--- config.mk ---
export PLATFORM = sky130hd
export DESIGN_NAME = watchdog_reset_req
export DESIGN_NICKNAME = d
export VERILOG_FILES = /design/src/rtl/watchdog_reset_req_pkg.sv /design/src/rtl/watchdog_reset_req_prescaler.sv /design/src/rtl/watchdog_reset_req.sv
export SDC_FILE = /design/constraint.sdc
export NUM_CORES = 1
export LEC_CHECK = 0
export ABC_AREA = 0
export CAP_MARGIN = 20
export CORE_ASPECT_RATIO = 1.75
export CORE_MARGIN = 3
export CORE_UTILIZATION = 63
export CTS_CLUSTER_SIZE = 40
export DETAILED_ROUTE_END_ITERATION = 10
export DONT_BUFFER_PORTS = 1
export PLACE_DENSITY_LB_ADDON = 0.3
export REMOVE_ABC_BUFFERS = 1
export SYNTH_ARGS = -nofsm -noshare
export SYNTH_HDL_FRONTEND = slang
export SYNTH_HIERARCHICAL = 1
export SYNTH_SLANG_ARGS = --single-unit
--- constraint.sdc ---
create_clock -name clock_in -period 3.2 [get_ports clock_in]
set_clock_uncertainty 0.05 [all_clocks]
set_input_delay 0.64 -clock clock_in [delete_from_list [all_inputs] [get_ports clock_in]]
set_output_delay 0.64 -clock clock_in [all_outputs]
set_load 0.05 [all_outputs]
--- src/rtl/watchdog_reset_req_pkg.sv ---
// Shared definitions for the watchdog reset initiator: bus word offsets, kick key and FSM encodings.
// HALT reuses the BITE status code; bit 2 of the state is the internal halt flag.
package watchdog_reset_req_pkg;

    localparam logic [1:0] ADDR_CTRL   = 2'd0;
    localparam logic [1:0] ADDR_RELOAD = 2'd1;
    localparam logic [1:0] ADDR_KICK   = 2'd2;
    localparam logic [1:0] ADDR_STATUS = 2'd3;

    localparam int CTRL_ENABLE_BIT = 0;
    localparam int CTRL_LOCK_BIT   = 1;
    localparam int STATUS_BITTEN_BIT = 0;

    localparam logic [31:0] KICK_KEY = 32'h5A5A_5A5A;

    typedef enum logic [2:0] {
        ST_IDLE = 3'b000,
        ST_RUN  = 3'b001,
        ST_WARN = 3'b010,
        ST_BITE = 3'b011,
        ST_HALT = 3'b111
    } wdt_state_e;

    // Two-bit code exposed in STATUS[2:1]; BITE and HALT both report 2'b11.
    function automatic logic [1:0] status_code(input wdt_state_e s);
        logic [2:0] v;
        v = s;
        return v[1:0];
    endfunction

endpackage

--- src/rtl/watchdog_reset_req_prescaler.sv ---
// Watchdog tick prescaler: free-runs 0..PRESCALE-1 while enabled and emits a one-cycle tick
// on the last count. A clear restarts the phase so the next tick is a full period away.
module wdt_prescaler #(
    parameter int PRESCALE = 24000
) (
    input  logic clock_in,
    input  logic reset,
    input  logic run,
    input  logic clear,
    output logic tick
);

    localparam int PW = (PRESCALE > 1) ? $clog2(PRESCALE) : 1;
    localparam logic [PW-1:0] LAST = PW'(PRESCALE - 1);

    logic [PW-1:0] cnt;

    assign tick = run && (cnt == LAST);

    always_ff @(posedge clock_in) begin
        if (reset || clear) begin
            cnt <= '0;
        end else if (run) begin
            cnt <= tick ? '0 : cnt + PW'(1);
        end
    end

endmodule

--- src/rtl/watchdog_reset_req.sv ---
// Memory-mapped watchdog that raises an IRQ on a missed deadline and requests a SoC reset on
// the second miss. Optional window mode (too-early kick bites) is enabled by defining WDT_WINDOW_EN.
module watchdog_reset_req
    import watchdog_reset_req_pkg::*;
#(
    parameter int PRESCALE    = 24000,
    parameter int COUNTER_W   = 16,
    parameter int BITE_CYCLES = 16
) (
    input  logic        clock_in,
    input  logic        reset,
    input  logic [1:0]  io_addr,
    input  logic [31:0] io_wdata,
    input  logic        io_wstrb,
    input  logic        io_rstrb,
    output logic [31:0] io_rdata,
    output logic        wdt_irq,
    output logic        wdt_bite_n
);

    localparam int BW = (BITE_CYCLES > 1) ? $clog2(BITE_CYCLES) : 1;
    localparam logic [BW-1:0]        BITE_LAST = BW'(BITE_CYCLES - 1);
    localparam logic [COUNTER_W-1:0] CNT_ONE   = COUNTER_W'(1);

    function automatic logic [COUNTER_W-1:0] reload_floor(input logic [COUNTER_W-1:0] r);
        return (r == '0) ? CNT_ONE : r;
    endfunction

    logic                 ctrl_enable;
    logic                 ctrl_lock;
    logic [COUNTER_W-1:0] reload_reg;
    logic [COUNTER_W-1:0] reload_eff;
    logic [COUNTER_W-1:0] count;
    logic [COUNTER_W-1:0] count_nx;
    logic [BW-1:0]        bite_cnt;
    logic [BW-1:0]        bite_cnt_nx;
    wdt_state_e           state;
    wdt_state_e           state_nx;
    logic                 irq_nx;
    logic                 enter_bite;

    // Survives reset on purpose so firmware can see that the last restart was a watchdog bite.
    logic                 bitten = 1'b0;

    logic wr_ctrl;
    logic wr_reload;
    logic wr_status;
    logic kick_valid;
    logic kick;
    logic early_kick;
    logic tick;
    logic psc_run;
    logic psc_clear;
    logic [31:0] rdata_nx;

    assign reload_eff = reload_floor(reload_reg);

    assign wr_ctrl    = io_wstrb && (io_addr == ADDR_CTRL) && !ctrl_lock;
    assign wr_reload  = io_wstrb && (io_addr == ADDR_RELOAD);
    assign wr_status  = io_wstrb && (io_addr == ADDR_STATUS);
    assign kick_valid = io_wstrb && (io_addr == ADDR_KICK) && (io_wdata == KICK_KEY);
    assign kick       = kick_valid && ((state == ST_RUN) || (state == ST_WARN));

`ifdef WDT_WINDOW_EN
    assign early_kick = kick && (state == ST_RUN) && (count > (reload_eff >> 1));
`else
    assign early_kick = 1'b0;
`endif

    assign psc_run = (state == ST_RUN) || (state == ST_WARN);

    wdt_prescaler #(
        .PRESCALE (PRESCALE)
    ) u_prescaler (
        .clock_in (clock_in),
        .reset    (reset),
        .run      (psc_run),
        .clear    (psc_clear),
        .tick     (tick)
    );

    always_comb begin
        state_nx    = state;
        count_nx    = count;
        irq_nx      = wdt_irq;
        bite_cnt_nx = bite_cnt;
        psc_clear   = 1'b0;
        unique case (state)
            ST_IDLE: begin
                if (ctrl_enable) begin
                    state_nx  = ST_RUN;
                    count_nx  = reload_eff;
                    psc_clear = 1'b1;
                end
            end
            ST_RUN, ST_WARN: begin
                if (!ctrl_enable) begin
                    state_nx = ST_IDLE;
                    irq_nx   = 1'b0;
                end else if (early_kick) begin
                    state_nx    = ST_BITE;
                    bite_cnt_nx = '0;
                end else if (kick) begin
                    // A kick outranks a coincident terminal tick.
                    state_nx  = ST_RUN;
                    count_nx  = reload_eff;
                    irq_nx    = 1'b0;
                    psc_clear = 1'b1;
                end else if (tick) begin
                    if (count == CNT_ONE) begin
                        if (state == ST_RUN) begin
                            state_nx = ST_WARN;
                            count_nx = reload_eff;
                            irq_nx   = 1'b1;
                        end else begin
                            state_nx    = ST_BITE;
                            bite_cnt_nx = '0;
                        end
                    end else begin
                        count_nx = count - CNT_ONE;
                    end
                end
            end
            ST_BITE: begin
                // Not abortable by enable=0; only reset cuts the pulse short.
                if (bite_cnt == BITE_LAST) begin
                    state_nx = ST_HALT;
                end else begin
                    bite_cnt_nx = bite_cnt + BW'(1);
                end
            end
            ST_HALT: begin
                if (!ctrl_enable) begin
                    state_nx = ST_IDLE;
                end
            end
            default: begin
                state_nx = ST_IDLE;
            end
        endcase
    end

    assign enter_bite = !reset && (state_nx == ST_BITE) && (state != ST_BITE);

    always_ff @(posedge clock_in) begin
        if (reset) begin
            state      <= ST_IDLE;
            count      <= '1;
            bite_cnt   <= '0;
            wdt_irq    <= 1'b0;
            wdt_bite_n <= 1'b1;
        end else begin
            state      <= state_nx;
            count      <= count_nx;
            bite_cnt   <= bite_cnt_nx;
            wdt_irq    <= irq_nx;
            wdt_bite_n <= (state_nx != ST_BITE);
        end
    end

    always_ff @(posedge clock_in) begin
        if (reset) begin
            ctrl_enable <= 1'b0;
            ctrl_lock   <= 1'b0;
            reload_reg  <= '1;
        end else begin
            if (wr_ctrl) begin
                ctrl_enable <= io_wdata[CTRL_ENABLE_BIT];
                ctrl_lock   <= io_wdata[CTRL_LOCK_BIT];
            end
            if (wr_reload) begin
                reload_reg <= io_wdata[COUNTER_W-1:0];
            end
        end
    end

    always_ff @(posedge clock_in) begin
        if (enter_bite) begin
            bitten <= 1'b1;
        end else if (wr_status && io_wdata[STATUS_BITTEN_BIT]) begin
            bitten <= 1'b0;
        end
    end

    always_comb begin
        rdata_nx = '0;
        unique case (io_addr)
            ADDR_CTRL: begin
                rdata_nx[CTRL_ENABLE_BIT] = ctrl_enable;
                rdata_nx[CTRL_LOCK_BIT]   = ctrl_lock;
            end
            ADDR_RELOAD: begin
                rdata_nx[COUNTER_W-1:0] = reload_reg;
            end
            ADDR_STATUS: begin
                rdata_nx[31:16]             = 16'(count);
                rdata_nx[2:1]               = status_code(state);
                rdata_nx[STATUS_BITTEN_BIT] = bitten;
            end
            default: begin
                rdata_nx = '0;
            end
        endcase
    end

    always_ff @(posedge clock_in) begin
        if (reset) begin
            io_rdata <= '0;
        end else if (io_rstrb) begin
            io_rdata <= rdata_nx;
        end
    end

endmodule

==> results of run 1 <==
-- final timing paths --
| check | from | endpoint | slack [ns] | depth (start not counted) |
|---|---|---|---|---|
| worst min-delay path | reset | io_rdata[13] | 0.31 | 1 |
| worst max register to register | state[0] | count[11] | 0.22 | 8 |
| worst max-delay path | state[0] | count[11] | 0.22 | 8 |
| worst min register to register | bitten | bitten | 0.44 | 1 |
-- through the flow --
| stage | hold slack (ns) | worst slack, ns | util [%] | instance area (um^2) | TNS, ns |
|---|---|---|---|---|---|
| floorplan | 0.392 | -0.0563 | - | 4250 | -0.0771 |
| global placement | 0.405 | 0.380 | 66.3 | 4430 | 0 |
| detailed placement | 0.416 | 0.335 | 66.3 | 4430 | 0 |
| CTS | 0.306 | 0.310 | 71.2 | 4760 | 0 |
| global route | 0.307 | 0.106 | 71.2 | 4760 | 0 |
| finish | 0.312 | 0.225 | 71.2 | 4760 | 0 |
-- layer usage --
layer | vias up | GRT usage, % | routed length (um)
met1 | 1864 | 30.4 | 4160
met5 | - | 0 | 0
met2 | 119 | 53.6 | 6020
met4 | 0 | 13.3 | 316
met3 | 23 | 4.57 | 602
li1 | 1891 | - | -
-- cell type report --
cell class / instances / area share, %
inverters: 12 / 0.947
multi-input cells: 405 / 50.0
repair buffers: 9 / 1.68
clock buffers: 10 / 5.02
clock inverters: 6 / 1.87
flip-flops and latches: 91 / 38.3
well taps: 82 / 2.16
-- critical path, cell delays in order, from the launching register on --
cell and delay (ns):
dfxtp_1 0.33, xnor2_1 0.13, nor2_1 0.28, nand4_4 0.21, nor4_4 0.49, a32oi_1 0.33
a21oi_4 0.40, and2_1 0.40, a22oi_1 0.18
-- kinds of logic after synthesis --
family,count (synthesis)
flops,91
simple gates,269
buf+inv,48
fa+ha+maj,5
xor+xnor,14
compound gates,110
mux,7
-- cell usage in the layout (no fill, tap or decap), drive strengths merged, types with 4 or more instances in the layout --
master and n:
nor2b 30, dfxtp 91, o21ai 28, a22oi 8
xnor2 6, nor3 12, nor3b 4, nor4 13
inv 12, nand4 17, and2 4, nand2b 4
and3 4, clkbuf 10, xor2 8, buf 9
a21oi 43, or3 5, a221o 4, mux2i 4
nand3 32, nor2 77, ha 4, nand2 51
-- report_power, final --
part	total (mW)	switching, mW	internal, mW	leakage [nW]
registers	1.24	0.0827	1.16	0.740
logic	0.0992	0.0555	0.0437	0.844
clock network	1.14	0.437	0.705	0.155
==> flow_summary.toml, run 1 <==
[power]
p_total_mw = 2.49
ir_drop_v = 0.000440
powerDensity_nw_per_um2 = 522
p_leak_nw = 1.74

[drt]
drc_errors = 0
final_antenna_net_count = 0
vias = 3897
drt-total-wl_um = 11100
detail_route.first_pass.iterations = 4
routed_via_density = 6.34
detail_route.wl_per_cell_um = 18.1
dr.first_iter.drc_count = 245

[clocking]
postCtsSetupBuffers = 0
cts_resized = 0
clock_sinks = 91
path_clk_slew_ns = 0.07
cts_root_buf = "clkbuf_16"
clockBufferDepth = 2
ctsHoldBuffers = 0
cts-htree-levels = 3
clkLatencyLatePin_ns = 0.34
cts_tree = "yes"
cts_buffers = 9

[finish]
layout.nets = 570
seqCellArea_um2 = 1820
antenna_cells = 0
instances_no_fill = 615
final_layout_size_suffix_gt1_share_pct = 7.69
fill_cells = 538
largest_reg_flops = 32
area_growth_pct = 7.77
multi_input_area_um2 = 2380

[outcome]
outcome = "complete, no violations"

[synthesis]
yosysTopAreaCellShare_pct = 41.3
muxShareOfSynthArea_pct = 1.76
ys_seq_area_share_pct = 41.3
synth_compound_area_share_pct = 15.7
synth_most_common_cell = "dfxtp_1"
ys_types = 69
synth_cells = 544
synth_edf_count = 0
synth_top_family_by_area = "simple AND/OR/NAND/NOR gates"
yosysWarnings = 6
syn-cell-area_um2 = 4410
synth_xor_xnor_area_share_pct = 2.78
yosys-top-cells-area = "dfxtp_1 41%, nor2_1 6.5%, a21oi_1 4.8%"
syn_avg_cell_area_um2 = 8.11
synth_top_area_cell = "dfxtp_1"
synth_top_flop_cell = "dfxtp_1"
synth_adder_area_share_pct = 1.36
async_flop_share_pct = 0
synth-seq-cells = 91
ys_top_cells_by_count = "91 x dfxtp_1, 77 x nor2_1, 50 x nand2_1, 42 x a21oi_1, 32 x nand3_1"
synthSimpleGateAreaFrac_pct = 32.3

[die]
die_area_um2 = 8090
row_count = 39
core_um2 = 6690
initial_core_util_pct = 66.0
ios = 72
die_y_um = 117
die_x_um = 69.3

[sta]
min_period_ns = 2.98
drv_slew = 0
fin_crit_sh_pct = 93.0
rsz0062_at_grt = "false"
worst_pin_slew_ns = 0.923
setup_violations = 0
hold_viol_final = 0
slew_headroom_pct = 38.2
max_freq_ghz = 0.336

[global_route]
grt_pass1_vias = 3822
antenna_found_initial = 0
grt_pass1_wl_um = 18500
grt_use_total_pct = 28.3
grt-ovfl-total = 0
grt_max_degree = 58

[hold_path]
hp-class = "in2reg"

[placed_design]
place_inst = 599
hpwl_um = 7830
io_buffer_count = 0
place_congestion = 0.894

[worst_setup_path]
path_max_fanout = 13
required_ns = 3.35
timing_worst_setup_path_type = "reg2reg"
crit_path_end_kind = "register"
arrival_ns = 3.12
startpoint_type = "register"

[flow_run]
drv_cap = 0
No activity file was read; power rests on OpenSTA's default activity.
==> run 2, diff against run 1 <==
Settings changed: CORE_ASPECT_RATIO 1.75 to 1.1, CTS_CLUSTER_DIAMETER set to 150.
==> flow_summary.toml, run 2 (synthesis results as in run 1) <==
[finish]
layout_common_cells = "91 x dfxtp_1, 77 x nor2_1, 50 x nand2_1"
layout_commonest_cell = "dfxtp_1"
fill_cells = 549
final_layout_size_suffix_gt1_share_pct = 7.69
antenna_cells = 0
layout.nets = 570
seqCellArea_um2 = 1820
area_growth_pct = 5.10
final_cell_area_um2 = 4640
largest_reg_flops = 32
instances_no_fill = 615
multi_input_area_um2 = 2380

[die]
row_count = 31
initial_core_util_pct = 65.8
die_y_um = 93.8
core_um2 = 6710
die_area_um2 = 8050
ios = 72
die_x_um = 85.8

[global_route]
grt_pass1_wl_um = 17300
antenna_found_initial = 0
grt_pass1_vias = 3642
grt-ovfl-total = 0
grt_max_degree = 58
grt_use_total_pct = 26.6

[hold_path]
hp-class = "in2reg"

[worst_setup_path]
critPathBufInv = 1
crit_chain = "xnor2_1 > nor2_1 > nand4_4 > nor4_4 > nand2b_1 > a32oi_1 > a21oi_4 > buf_4 > o21ai_0 > a221o_1"
arrival_ns = 2.85
timing_worst_setup_path_type = "reg2reg"
max_stage_delay_ns = 0.42
path_max_fanout = 11
crit_path_end_kind = "register"
critPathTopFamily = "simple AND/OR/NAND/NOR gates"
cpMaxStageDelayCell = "nor4_4"
startpoint_type = "register"
required_ns = 3.40

[sta]
hold_viol_final = 0
rsz0062_at_grt = "false"
setup_tns_ns = 0
max_freq_ghz = 0.377
min_period_ns = 2.65
drv_slew = 0
worst_pin_slew_ns = 0.885
fin_crit_sh_pct = 82.9
setup_violations = 0
slew_headroom_pct = 40.8

[clocking]
clockBufferDepth = 2
cts_buffers = 9
clock_sinks = 91
ctsHoldBuffers = 0
cts_root_buf = "clkbuf_8"
clkLatencyLatePin_ns = 0.36
cts_tree = "yes"
cts_resized = 0
cts-htree-levels = 3
path_clk_slew_ns = 0.10
postCtsSetupBuffers = 0

[placed_design]
place_inst = 599
io_buffer_count = 0
place_area_um2 = 4420
hpwl_um = 7360
place_congestion = 0.928

[power]
p_comb_share_pct = 4.4
seq_power_share_pct = 56.4
powerDensity_nw_per_um2 = 474
p_total_mw = 2.20
ir_drop_v = 0.000289
power_frac_clock_pct = 39.2
p_sw_mw = 0.552
power_switching_share_pct = 25.1
p_leak_nw = 1.69
intPower_mw = 1.65

[drt]
dr.first_iter.drc_count = 268
drc_errors = 0
detail_route.first_pass.iterations = 5
drt-total-wl_um = 10600
final_antenna_net_count = 0
vias = 3959
detail_route.wl_per_cell_um = 17.2
routed_via_density = 6.44

[flow_run]
drv_cap = 0

[outcome]
outcome = "complete, no violations"
## run 2: cell types whose count changed in the layout (fill, tap and decap cells not counted)
cell	delta
clkbuf_16	-9
clkbuf_8	+8
inv_6	+2
buf_12	-1
buf_4	+1
clkinvlp_4	-1
## run 2: final cells by class
| cell class | instances | area share [%] |
|---|---|---|
| inverters | 12 | 0.971 |
| flip-flops and latches | 91 | 39.3 |
| multi-input cells | 405 | 51.3 |
| repair buffers | 9 | 1.46 |
| clock inverters | 7 | 2.13 |
| clock buffers | 9 | 2.67 |
| well taps | 82 | 2.21 |
## run 2: final timing paths
kind / startpoint / to / slack (ns) / depth (start not counted)
setup / recovery: state[1] / count[13] / 0.55 / 10
hold / removal: reset / io_rdata[3] / 0.29 / 1
setup reg to reg: state[1] / count[13] / 0.55 / 10
hold reg to reg: bitten / bitten / 0.42 / 1
## run 2: per-stage QoR
stage / setup slack (ns) / hold slack (ns) / util [%]
2_1_floorplan: -0.0563 / 0.392 / -
3_3_place_gp: 0.325 / 0.407 / 65.8
3_5_place_dp: 0.334 / 0.405 / 65.8
4_1_cts: 0.554 / 0.275 / 69.1
5_1_grt: 0.344 / 0.267 / 69.1
6_report: 0.548 / 0.291 / 69.1
## run 2: power groups by stage
stage	combinational [mW]	clock, mW	sequential, mW
2_1_floorplan	0.0780	0	1.26
4_1_cts	0.0974	0.876	1.24
3_3_place_gp	0.0942	0	1.27
5_1_grt	0.112	0.918	1.24
6_report	0.0976	0.862	1.24
3_5_place_dp	0.0966	0	1.27
## run 2: layer usage
metal,vias up,global-route usage (%),share of wire (%)
met4,0,11.1,2.1
met1,1842,34.4,44
met5,-,0,0
met3,24,5.79,7.8
li1,1901,-,-
met2,192,42.9,46
